### src/rtl/sram_arbiter.sv
// Merges an instruction and a data sram-like requester onto one in-order sram-like slave.
// Optional macro SRAM_ARB_ROUND_ROBIN_EN swaps fixed data-first priority for round-robin.
module sram_arbiter #(
  parameter int OT_DEPTH = 4
) (
  input  logic        clk,
  input  logic        resetn,
  input  logic        inst_req,
  input  logic        inst_wr,
  input  logic [1:0]  inst_size,
  input  logic [3:0]  inst_wstrb,
  input  logic [31:0] inst_addr,
  input  logic [31:0] inst_wdata,
  output logic        inst_addr_ok,
  output logic        inst_data_ok,
  output logic [31:0] inst_rdata,
  input  logic        data_req,
  input  logic        data_wr,
  input  logic [1:0]  data_size,
  input  logic [3:0]  data_wstrb,
  input  logic [31:0] data_addr,
  input  logic [31:0] data_wdata,
  output logic        data_addr_ok,
  output logic        data_data_ok,
  output logic [31:0] data_rdata,
  output logic        mem_req,
  output logic        mem_wr,
  output logic [1:0]  mem_size,
  output logic [3:0]  mem_wstrb,
  output logic [31:0] mem_addr,
  output logic [31:0] mem_wdata,
  input  logic        mem_addr_ok,
  input  logic        mem_data_ok,
  input  logic [31:0] mem_rdata
);

  localparam int PW = $clog2(OT_DEPTH);
  localparam int CW = PW + 1;

  logic [OT_DEPTH-1:0] id_q;
  logic [PW-1:0]       wptr_q;
  logic [PW-1:0]       rptr_q;
  logic [CW-1:0]       count_q;
  logic [CW-1:0]       count_d;
  logic                lock_q;
  logic                lock_sel_q;
`ifdef SRAM_ARB_ROUND_ROBIN_EN
  logic                last_q;
`endif

  logic full_s;
  logic sel_data_s;
  logic push_s;
  logic pop_s;
  logic head_s;

  assign full_s  = (count_q == CW'(OT_DEPTH));
  assign mem_req = resetn & (inst_req | data_req) & ~full_s;
  assign push_s  = mem_req & mem_addr_ok;
  assign pop_s   = mem_data_ok & (count_q != CW'(0));
  assign head_s  = id_q[rptr_q];

  // Source select: a pending unaccepted request keeps its grant until the slave takes it.
  always_comb begin
    sel_data_s = 1'b0;
    if (lock_q) begin
      sel_data_s = lock_sel_q;
    end else begin
`ifdef SRAM_ARB_ROUND_ROBIN_EN
      if (inst_req & data_req) begin
        sel_data_s = ~last_q;
      end else begin
        sel_data_s = data_req;
      end
`else
      sel_data_s = data_req;
`endif
    end
  end

  // Request field mux from the granted source.
  always_comb begin
    if (sel_data_s) begin
      mem_wr    = data_wr;
      mem_size  = data_size;
      mem_wstrb = data_wstrb;
      mem_addr  = data_addr;
      mem_wdata = data_wdata;
    end else begin
      mem_wr    = inst_wr;
      mem_size  = inst_size;
      mem_wstrb = inst_wstrb;
      mem_addr  = inst_addr;
      mem_wdata = inst_wdata;
    end
  end

  assign inst_addr_ok = push_s & ~sel_data_s;
  assign data_addr_ok = push_s &  sel_data_s;
  // count_q is held at zero during reset, so pop_s already gates the data_ok outputs.
  assign inst_data_ok = pop_s & ~head_s;
  assign data_data_ok = pop_s &  head_s;
  assign inst_rdata   = mem_rdata;
  assign data_rdata   = mem_rdata;

  // Outstanding counter next state.
  always_comb begin
    count_d = count_q;
    if (push_s && !pop_s) begin
      count_d = count_q + CW'(1);
    end else if (pop_s && !push_s) begin
      count_d = count_q - CW'(1);
    end else begin
      count_d = count_q;
    end
  end

  // Ordering FIFO, pointers, grant lock and last-grant state.
  always_ff @(posedge clk or negedge resetn) begin
    if (!resetn) begin
      id_q       <= '0;
      wptr_q     <= '0;
      rptr_q     <= '0;
      count_q    <= '0;
      lock_q     <= 1'b0;
      lock_sel_q <= 1'b0;
`ifdef SRAM_ARB_ROUND_ROBIN_EN
      last_q     <= 1'b1;
`endif
    end else begin
      count_q <= count_d;
      if (push_s) begin
        id_q[wptr_q] <= sel_data_s;
        wptr_q       <= wptr_q + PW'(1);
`ifdef SRAM_ARB_ROUND_ROBIN_EN
        last_q       <= sel_data_s;
`endif
      end
      if (pop_s) begin
        rptr_q <= rptr_q + PW'(1);
      end
      if (mem_req && !mem_addr_ok) begin
        lock_q     <= 1'b1;
        lock_sel_q <= sel_data_s;
      end else if (push_s) begin
        lock_q <= 1'b0;
      end
    end
  end

endmodule

### config.mk
export PLATFORM = sky130hd
export DESIGN_NAME = sram_arbiter
export DESIGN_NICKNAME = d
export VERILOG_FILES = /design/src/rtl/sram_arbiter.sv
export SDC_FILE = /design/constraint.sdc
export NUM_CORES = 1
export LEC_CHECK = 0
export ABC_CLOCK_PERIOD_IN_PS = 3670
export BUFFER_PORTS_ARGS = -buffer_cell sky130_fd_sc_hd__clkbuf_2
export CAP_MARGIN = 20
export CORE_AREA = 2 2 125 127
export CTS_CLUSTER_DIAMETER = 50
export DETAILED_ROUTE_END_ITERATION = 12
export DIE_AREA = 0 0 127 129
export PLACE_DENSITY_LB_ADDON = 0.1
export SETUP_SLACK_MARGIN = 0.5
export SLEW_MARGIN = 20
export SYNTH_ARGS = -nofsm -noshare
export SYNTH_HDL_FRONTEND = slang
export SYNTH_SLANG_ARGS = --single-unit
### constraint.sdc
create_clock -name clk -period 3.67 [get_ports clk]
set_clock_uncertainty 0.1 [all_clocks]
set_input_delay 0.734 -clock clk [delete_from_list [all_inputs] [get_ports clk]]
set_output_delay 0.734 -clock clk [all_outputs]
set_load 0.05 [all_outputs]
# == Word-level counts from Yosys, hierarchy flattened ==
# Cells that the tools add are included.
# classes
add_sub_neg,4
mux,15
n_lt_le_gt_ge,3
n_shift,0
n_mul,0
reduce_logical,10
n_bitwise,12
eq_ne,1
div_mod_pow,0
# ops
operator,n
$mux 32,2
$and 1x1->1,8
$lt 2x3->1 const B,2
$mux 1,6
$mux 3,2
$add 2x1->2 const B,2
$bwmux 4,1
$logic_and 1x1->1,4
$mux 4,1
$reduce_bool 2->1,2
$add 3x1->3 const B,1
$eq 3x3->1 const B,1
$logic_not 1->1,3
$not 1->1,3
$reduce_bool 3->1,1
$sub 3x1->3 const B,1
$bmux 1 s2,1
$demux 1 s2,1
$ge 2x1->1 const B,1
$mux 2,1
$or 1x1->1,1
# word_totals
out_inout_bits,140
latchBits,0
word_cells,51
ram_bits,0
romBits,0
n_memories,0
ff_bits,13

# == Logic depth before layout (Yosys ltp) ==
# Gate-level depths: netlist of run 1.
# logic_depth
word_depth,8
mapped_depth,10
ltp_nobuf,9

# == Worst setup path before layout of run 1 ==
# No wires, ideal clock.
# synth_path
path_kind,input-to-output
start,input port data_req
end,output port inst_addr_ok
path_slack_ps,819
t_required_ps,2836
stages,4
t_arrival_ps,2017
path_buffers,2
cell_sequence,mux2_1 > clkbuf_1 > buf_2 > nor2_1
# synth_via
elab_chain_cells,5
word_cells_on_any_way,7
# synth_rtl
item,line,text
from (decl),17,"input logic data_req,"
$or 1x1->1,58,assign mem_req = resetn & (inst_req | data_req) & ~full_s;
$and 1x1->1 (2 in series),58,
$and 1x1->1,59,assign push_s = mem_req & mem_addr_ok;
$and 1x1->1 (*),98,assign inst_addr_ok = push_s & ~sel_data_s;
to (decl),14,"output logic inst_addr_ok,"
# Mark *: on every way between the ends. The rest lies on a longest branch, timed or not.

# == Worst setup path in the final report of run 1 ==
# layout_path
start,input port data_req
end,output port mem_addr[5]
# layout_via
elab_chain_cells,2
# layout_rtl
item,line,text
$mux 1,66,if (lock_q) begin
$mux 32,83,if (sel_data_s) begin
to (decl),30,"output logic [31:0] mem_addr,"
# Every way passes these cells.

==> results of run 1 <==
## area by class of cell
type / instances / area [um2]
clock buffers: 4 / 78.83
flip-flops and latches: 13 / 325.3
fillers: 1747 / 11950
well taps: 188 / 235.2
repair buffers: 229 / 1199
multi-input cells: 253 / 1170
inverters: 5 / 18.77
## routing by layer
layer	share of wire, %	wire length [um]
met5	0	0
met4	1.9	146
met3	9.1	688
met2	50	3823
met1	39	2923
## state kept, by name, indices dropped and copies added (netlist names)
register    cells
lock_q          1
id_q            4
lock_sel_q      1
rptr_q          2
wptr_q          2
count_q         3
## synthesized netlist by cell type, drive strengths merged
| master | instances |
|---|---|
| xor2 | 3 |
| o211a | 1 |
| or3b | 1 |
| buf | 76 |
| inv | 5 |
| clkbuf | 6 |
| o21ai | 1 |
| nand2 | 214 |
| xnor2 | 3 |
| dfrtp | 13 |
| nor2b | 2 |
| a31oi | 4 |
| fa | 1 |
| nor2 | 5 |
| a41oi | 4 |
| nor3b | 1 |
| o31ai | 1 |
| mux2i | 1 |
| mux4 | 1 |
| mux2 | 4 |
| o21a | 1 |
| ha | 5 |
## stage by stage
stage | util, % | cell area (um2) | setup slack [ns]
floorplan | - | 2062 | 0.8189
global placement | 19.66 | 2944 | 0.5468
detailed placement | 19.66 | 2944 | 0.5167
CTS | 20.18 | 3023 | 0.5206
global route | 20.21 | 3027 | 0.6332
finish | 20.21 | 3027 | 0.7973
## kinds of logic after synthesis
logic type               count (synthesis)  share of synthesized area, %
AO/OA/AOI/OAI                           12                         4.369
XOR/XNOR                                 6                         2.549
adder cells (fa/ha/maj)                  6                         4.005
buffers and inverters                   87                         28.28
flip-flops                              13                         15.78
multiplexers                             6                         3.762
AND/OR/NAND/NOR                        223                         41.26
## path summary, 6_finish.rpt
kind	start	endpoint	slack, ns	cells after the start
min in group clk	rptr_q[1]	rptr_q[1]	0.38	1
setup / recovery	data_req	mem_addr[5]	0.80	6
max in group asynchronous	resetn	rptr_q[0]	2.89	2
hold reg to reg	rptr_q[1]	rptr_q[1]	0.38	1
setup reg to reg	count_q[0]	count_q[1]	1.19	7
hold / removal	resetn	lock_q	0.21	1
## worst max-delay path: stages
cell      delay, ns
clkbuf_2       0.14
mux2_4         0.36
buf_4          0.36
nand2_1        0.09
nand2_1        0.08
clkbuf_2       0.27
## power groups by stage
stage	sequential, mW	clock (mW)	combinational (mW)
finish	0.289	0.207	2.48
global route	0.302	0.218	2.68
CTS	0.291	0.211	2.53
detailed placement	0.293	0	2.52
global placement	0.293	0	2.53
floorplan	0.269	0	2.08
## repair_timing
| action | 4_1_cts | 5_1_grt |
|---|---|---|
| endpoints found under the setup margin | 0 | 27 |
| setup buffers | 0 | 0 |
| gates resized for setup | 0 | 1 |
==> metrics.md, run 1 <==
| Metric | Value |
|---|---|
| Clock-pin slew on the worst setup and hold paths | 0.04 ns |
| Worst skew pair latency | 0.24 ns |
| Largest net degree at the start of global routing | 40 |
| Final ANT Viol Nets | 0 |
| Final std cells w/o fill | 692 |
| CTS root buf | clkbuf_16 |
| Power share of the combinational group | 83.3% |
| Fin crit share | between 70% and 80% |
| HP Class | primary input to asynchronous set/reset pin |
| Die Area | ~16000 um2 |
| Cells after Synth | ~350 |
| Unique cell type count in the Yosys netlist | 26 |
| Share of the synthesized area in the top cell type | between 30% and 40% |
| Yosys reg bits | 13 |
| I/O Buffers | between 200 and 250 |
| Area Overhead vs Synth | 46.78% |
| Data arrival time of the worst path | just over 2 ns |
| Yosys synthesis warning count | 0 |
| PwrDens | 984.2 nW/um2 |
| Sequential area share after synthesis | about 16% |
| Initial antenna violation count | 0 |
| CP Capture Type | output port |
| Fmax | about 350 MHz |
| Avg Cell Area, Syn | 5.841 um2 |
| Worst VDD drop | approximately 0.26 mV |
| Synth top area cells | nand2_1 (39%), buf_4 (23%), dfrtp_1 (16%) |
| Synthesized area | around 2100 um2 |
| Startpoint types | primary input |
| Largest area contributor in the netlist | nand2_1 |
| Cts hold-fix bufs | 0 |
| Final hold violation count | 0 |
| DPL Wire Length | around 6400 um |
| I/O Pins | between 300 and 400 |
| GRT busiest layer | met2 |
| Core area | approximately 15000 um2 |
| Longest Clk Path Bufs | 2 |
| CTS tree | built |
| Unrepaired setup endpoints after global routing | false |
| CTS Buf Count | 3 |
| CP Class | primary input to output port |
| Hold WS | between 0.2 and 0.25 ns |
| First-pass GRT wire length | ~11000 um |
| Net Sw Frac | 66.99% |
| Final Max Tran Viols | 0 |
| Seq pwr share | roughly a tenth |
| Met3 Use GR | ~1.9% |
| Layout cells sized above 1 | a little under half |
| Slew Limit Headroom | 53.22% |
| Max cap viols | 0 |
| Setup Viol. Count Final | 0 |
| DRT iter0 DRCs | just over 60 |
| Antenna diodes | 0 |
| GPL Wtd Cong | between 0.7 and 0.8 |
| Crit path time final | ~2.9 ns |
| GRT Resource Usage Total | under 10% |
| Vias per inst | around 3.7 |
| Status | finished clean |
| Internal | just under 1 mW |
| Setup tns final | 0 ns |
| Grt met2 use | about 15% |
| Worst-Margin Slew | 0.6958 ns |
| Crit path required time | ~2.8 ns |
| Mean routed wirelength per cell | 10.96 um |
| DRC | 0 |
| Commonest non-fill, non-tap cell in the layout | clkbuf_2 |
| Vias in the first global route | roughly 2400 |
| Final net count | about 700 |
| Die X | ~130 um |
| Cells after DPL | roughly 700 |
| Lkg Pwr | roughly 2.0 nW |
| Clock Sinks | 13 |
| P_sw | around 2 mW |
| Commonest cells after routing, fill and taps aside | clkbuf_2 (223), nand2_1 (214), dfrtp_1 (13) |
| Row Count | 45 |
| CTS HTree Levels | 1 |
| Clock share of power | slightly below 7% |
| Drt pass-1 iters | 4 |
| Syn nets | roughly 540 |
| Worst-path maximum fanout | 28 |
| Starting Density | between 10% and 20% |
| Total gr overflow | 0 |
| Met1 Use GR | under 10% |
| Design Power | just under 3 mW |
| Via Count | around 2600 |
| Total wire length | 7581 um |
| Die Y | between 100 and 150 um |
Note: power is estimated with default switching activity, not from simulation.
==> run 2: changes to the inputs <==
--- a/config.mk
+++ b/config.mk
@@ -5,7 +5,7 @@
 export SDC_FILE = /design/constraint.sdc
 export NUM_CORES = 1
 export LEC_CHECK = 0
-export ABC_CLOCK_PERIOD_IN_PS = 3670
+export ABC_CLOCK_PERIOD_IN_PS = 2700
 export BUFFER_PORTS_ARGS = -buffer_cell sky130_fd_sc_hd__clkbuf_2
 export CAP_MARGIN = 20
 export CORE_AREA = 2 2 125 127
==> constraint.sdc (replaced) <==
create_clock -name clk -period 2.7 [get_ports clk]
set_clock_uncertainty 0.1 [all_clocks]
set_input_delay 0.54 -clock clk [delete_from_list [all_inputs] [get_ports clk]]
set_output_delay 0.54 -clock clk [all_outputs]
set_load 0.05 [all_outputs]
==> run 2 against run 1 <==
Design area grew 41%. Total power grew 98%. Count of clock-buffer cells in the layout is the same. Cell count grew 3.0%. Utilization grew 8.2 points. Combinational power grew 110%. Non-clock buffer count grew 21. Largest power group unchanged. Highest routed layer unchanged.
==> metrics.md, run 2 (synthesis gave the netlist of run 1 again) <==
| Metric | Value |
|---|---|
| Status | finished clean |
| CTS root buf | clkbuf_16 |
| Largest regs | id_q (4), count_q (3) |
| Setup tns final | 0 ns |
| GPL Wtd Cong | 0.7059 |
| Commonest cells after routing, fill and taps aside | nand2_1 (167), clkbuf_2 (147), nand2_2 (46), clkbuf_8 (46), buf_8 (15) |
| Register-to-register setup slack | around 0.56 ns |
| CTS HTree Levels | 1 |
| Crit path time final | roughly 2.3 ns |
| Vias in the first global route | about 2700 |
| CP Class | flop to output port |
| Data arrival time of the worst path | 1.63 ns |
| Antenna diodes | 0 |
| Setup crit start | lock_q |
| Startpoint types | flop |
| Via Count | 2762 |
| Total gr overflow | 0 |
| Area Overhead vs Synth | 106.5% |
| Largest net degree at the start of global routing | 38 |
| Final net count | approximately 710 |
| DRT iter0 DRCs | 101 |
| Die X | 127 um |
| Initial antenna violation count | 0 |
| Final hold violation count | 0 |
| CTS tree | built |
| Setup Viol. Count Final | 0 |
| Most frequent CP cell | nand2_1 |
| Final Instance Area | between 4000 and 5000 um2 |
| Fin crit share | between 80% and 90% |
| Commonest non-fill, non-tap cell in the layout | nand2_1 |
| Max cap viols | 0 |
| Critical Path Slowest Stage Cell | dfrtp_2 |
| Cts hold-fix bufs | 0 |
| PwrDens | approximately 1400 nW/um2 |
| Largest Register | id_q |
| Vias per inst | ~3.9 |
| Mean routed wirelength per cell | between 15 and 20 um |
| Worst-Margin Slew | about 0.34 ns |
| Worst skew pair latency | roughly 0.24 ns |
| Worst VDD drop | just over 0.5 mV |
| CP Capture Type | output port |
| HP Class | primary input to asynchronous set/reset pin |
| DRC | 0 |
| Design Power | 5.893 mW |
| Final ANT Viol Nets | 0 |
| Clock-pin slew on the worst setup and hold paths | ~0.040 ns |
| Layout cells sized above 1 | approximately three fifths |
| Drt pass-1 iters | 5 |
| Placed Instance Area | 3192 um2 |
| CP cell instances | mux2_4 > clkbuf_16 > nand2_1 > nand2_1 > clkbuf_8 |
| DPL Wire Length | approximately 6400 um |
| Row Count | 45 |
| Reg2Reg Launch Point | count_q[0] |
| Reg2reg end | count_q[1] |
| Final Max Tran Viols | 0 |
| Max reg flops | 4 |
| Max incr delay on CP | about 0.44 ns |
| I/O Pins | 320 |
| R2r worst-path depth | 7 |
| Slew Limit Headroom | 77.66% |
| Worst-path maximum fanout | 18 |
| First-pass GRT wire length | approximately 14000 um |
| I/O Buffers | 223 |
| Die Y | about 130 um |
| Clock Sinks | 13 |
| Lkg Pwr | approximately 2.4 nW |
| Unrepaired setup endpoints after global routing | true |
| Longest Clk Path Bufs | 2 |
| Cells after DPL | ~690 |
| Core area | 14980 um2 |
| Fmax | 439.7 MHz |
| GRT Resource Usage Total | ~11% |
| Starting Density | roughly 14% |
| Final std cells w/o fill | approximately 710 |
| Crit path required time | a little over 2 ns |
| CTS Buf Count | 3 |
| Die Area | approximately 16000 um2 |
| Total wire length | 10950 um |
-- run 2: final cells by class --
| type | count | area [um2] |
|---|---|---|
| Inverter | 5 | 18.77 |
| Sequential cell | 13 | 329.1 |
| Fill cell | 1629 | 10720 |
| Multi-Input combinational cell | 253 | 1326 |
| Clock buffer | 4 | 78.83 |
| Timing Repair Buffer | 250 | 2270 |
| Tap cell | 188 | 235.2 |
-- run 2: power breakdown --
group	internal [mW]	total, mW	switching [mW]
logic	2.14	5.22	3.08
registers	0.301	0.397	0.0954
clock network	0.199	0.278	0.0788
total	2.64	5.89	3.26
-- run 2: critical path: cells and delay by family (launching register included) --
kind | cells | cell delay, ns
buffers and inverters | 2 | 0.40
and+or+nand+nor | 2 | 0.15
DFF | 1 | 0.44
muxes | 1 | 0.39
-- run 2: worst max-delay path by stage --
stage                     slack (ns)       endpoint
final                           0.43  mem_wdata[26]
after CTS                       0.44  mem_wdata[30]
after global routing            0.37   mem_wdata[4]
after global placement          0.33     count_q[2]
after detailed placement        0.31     count_q[2]
after floorplan                 0.46   inst_addr_ok
-- run 2: repair_timing --
| action | 4_1_cts | 5_1_grt |
|---|---|---|
| pin swaps | 2 | 2 |
| cloned | 5 | 5 |
| resized for setup | 137 | 31 |
| endpoints found under the setup margin | 78 | 78 |
| buffers inserted | 8 | 5 |
-- run 2: layer usage --
layer	wire, um	up-vias	track usage (%)	part of all wire, %
met5	0	-	0	0
met4	129	0	2.650	1.2
met3	949	23	2.620	8.7
met2	5560	178	20.78	51
met1	4312	1196	12.58	39
li1	-	1365	-	-
-- run 2: through the flow --
stage          hold WS [ns]  worst slack, ns  util, %
2_1_floorplan        0.1444           0.4599        -
3_3_place_gp         0.3768           0.3324    21.31
3_5_place_dp         0.3745           0.3065    21.31
5_1_grt              0.1776           0.3681    28.43
4_1_cts              0.1661           0.4388    27.02
6_report             0.1653           0.4259    28.43
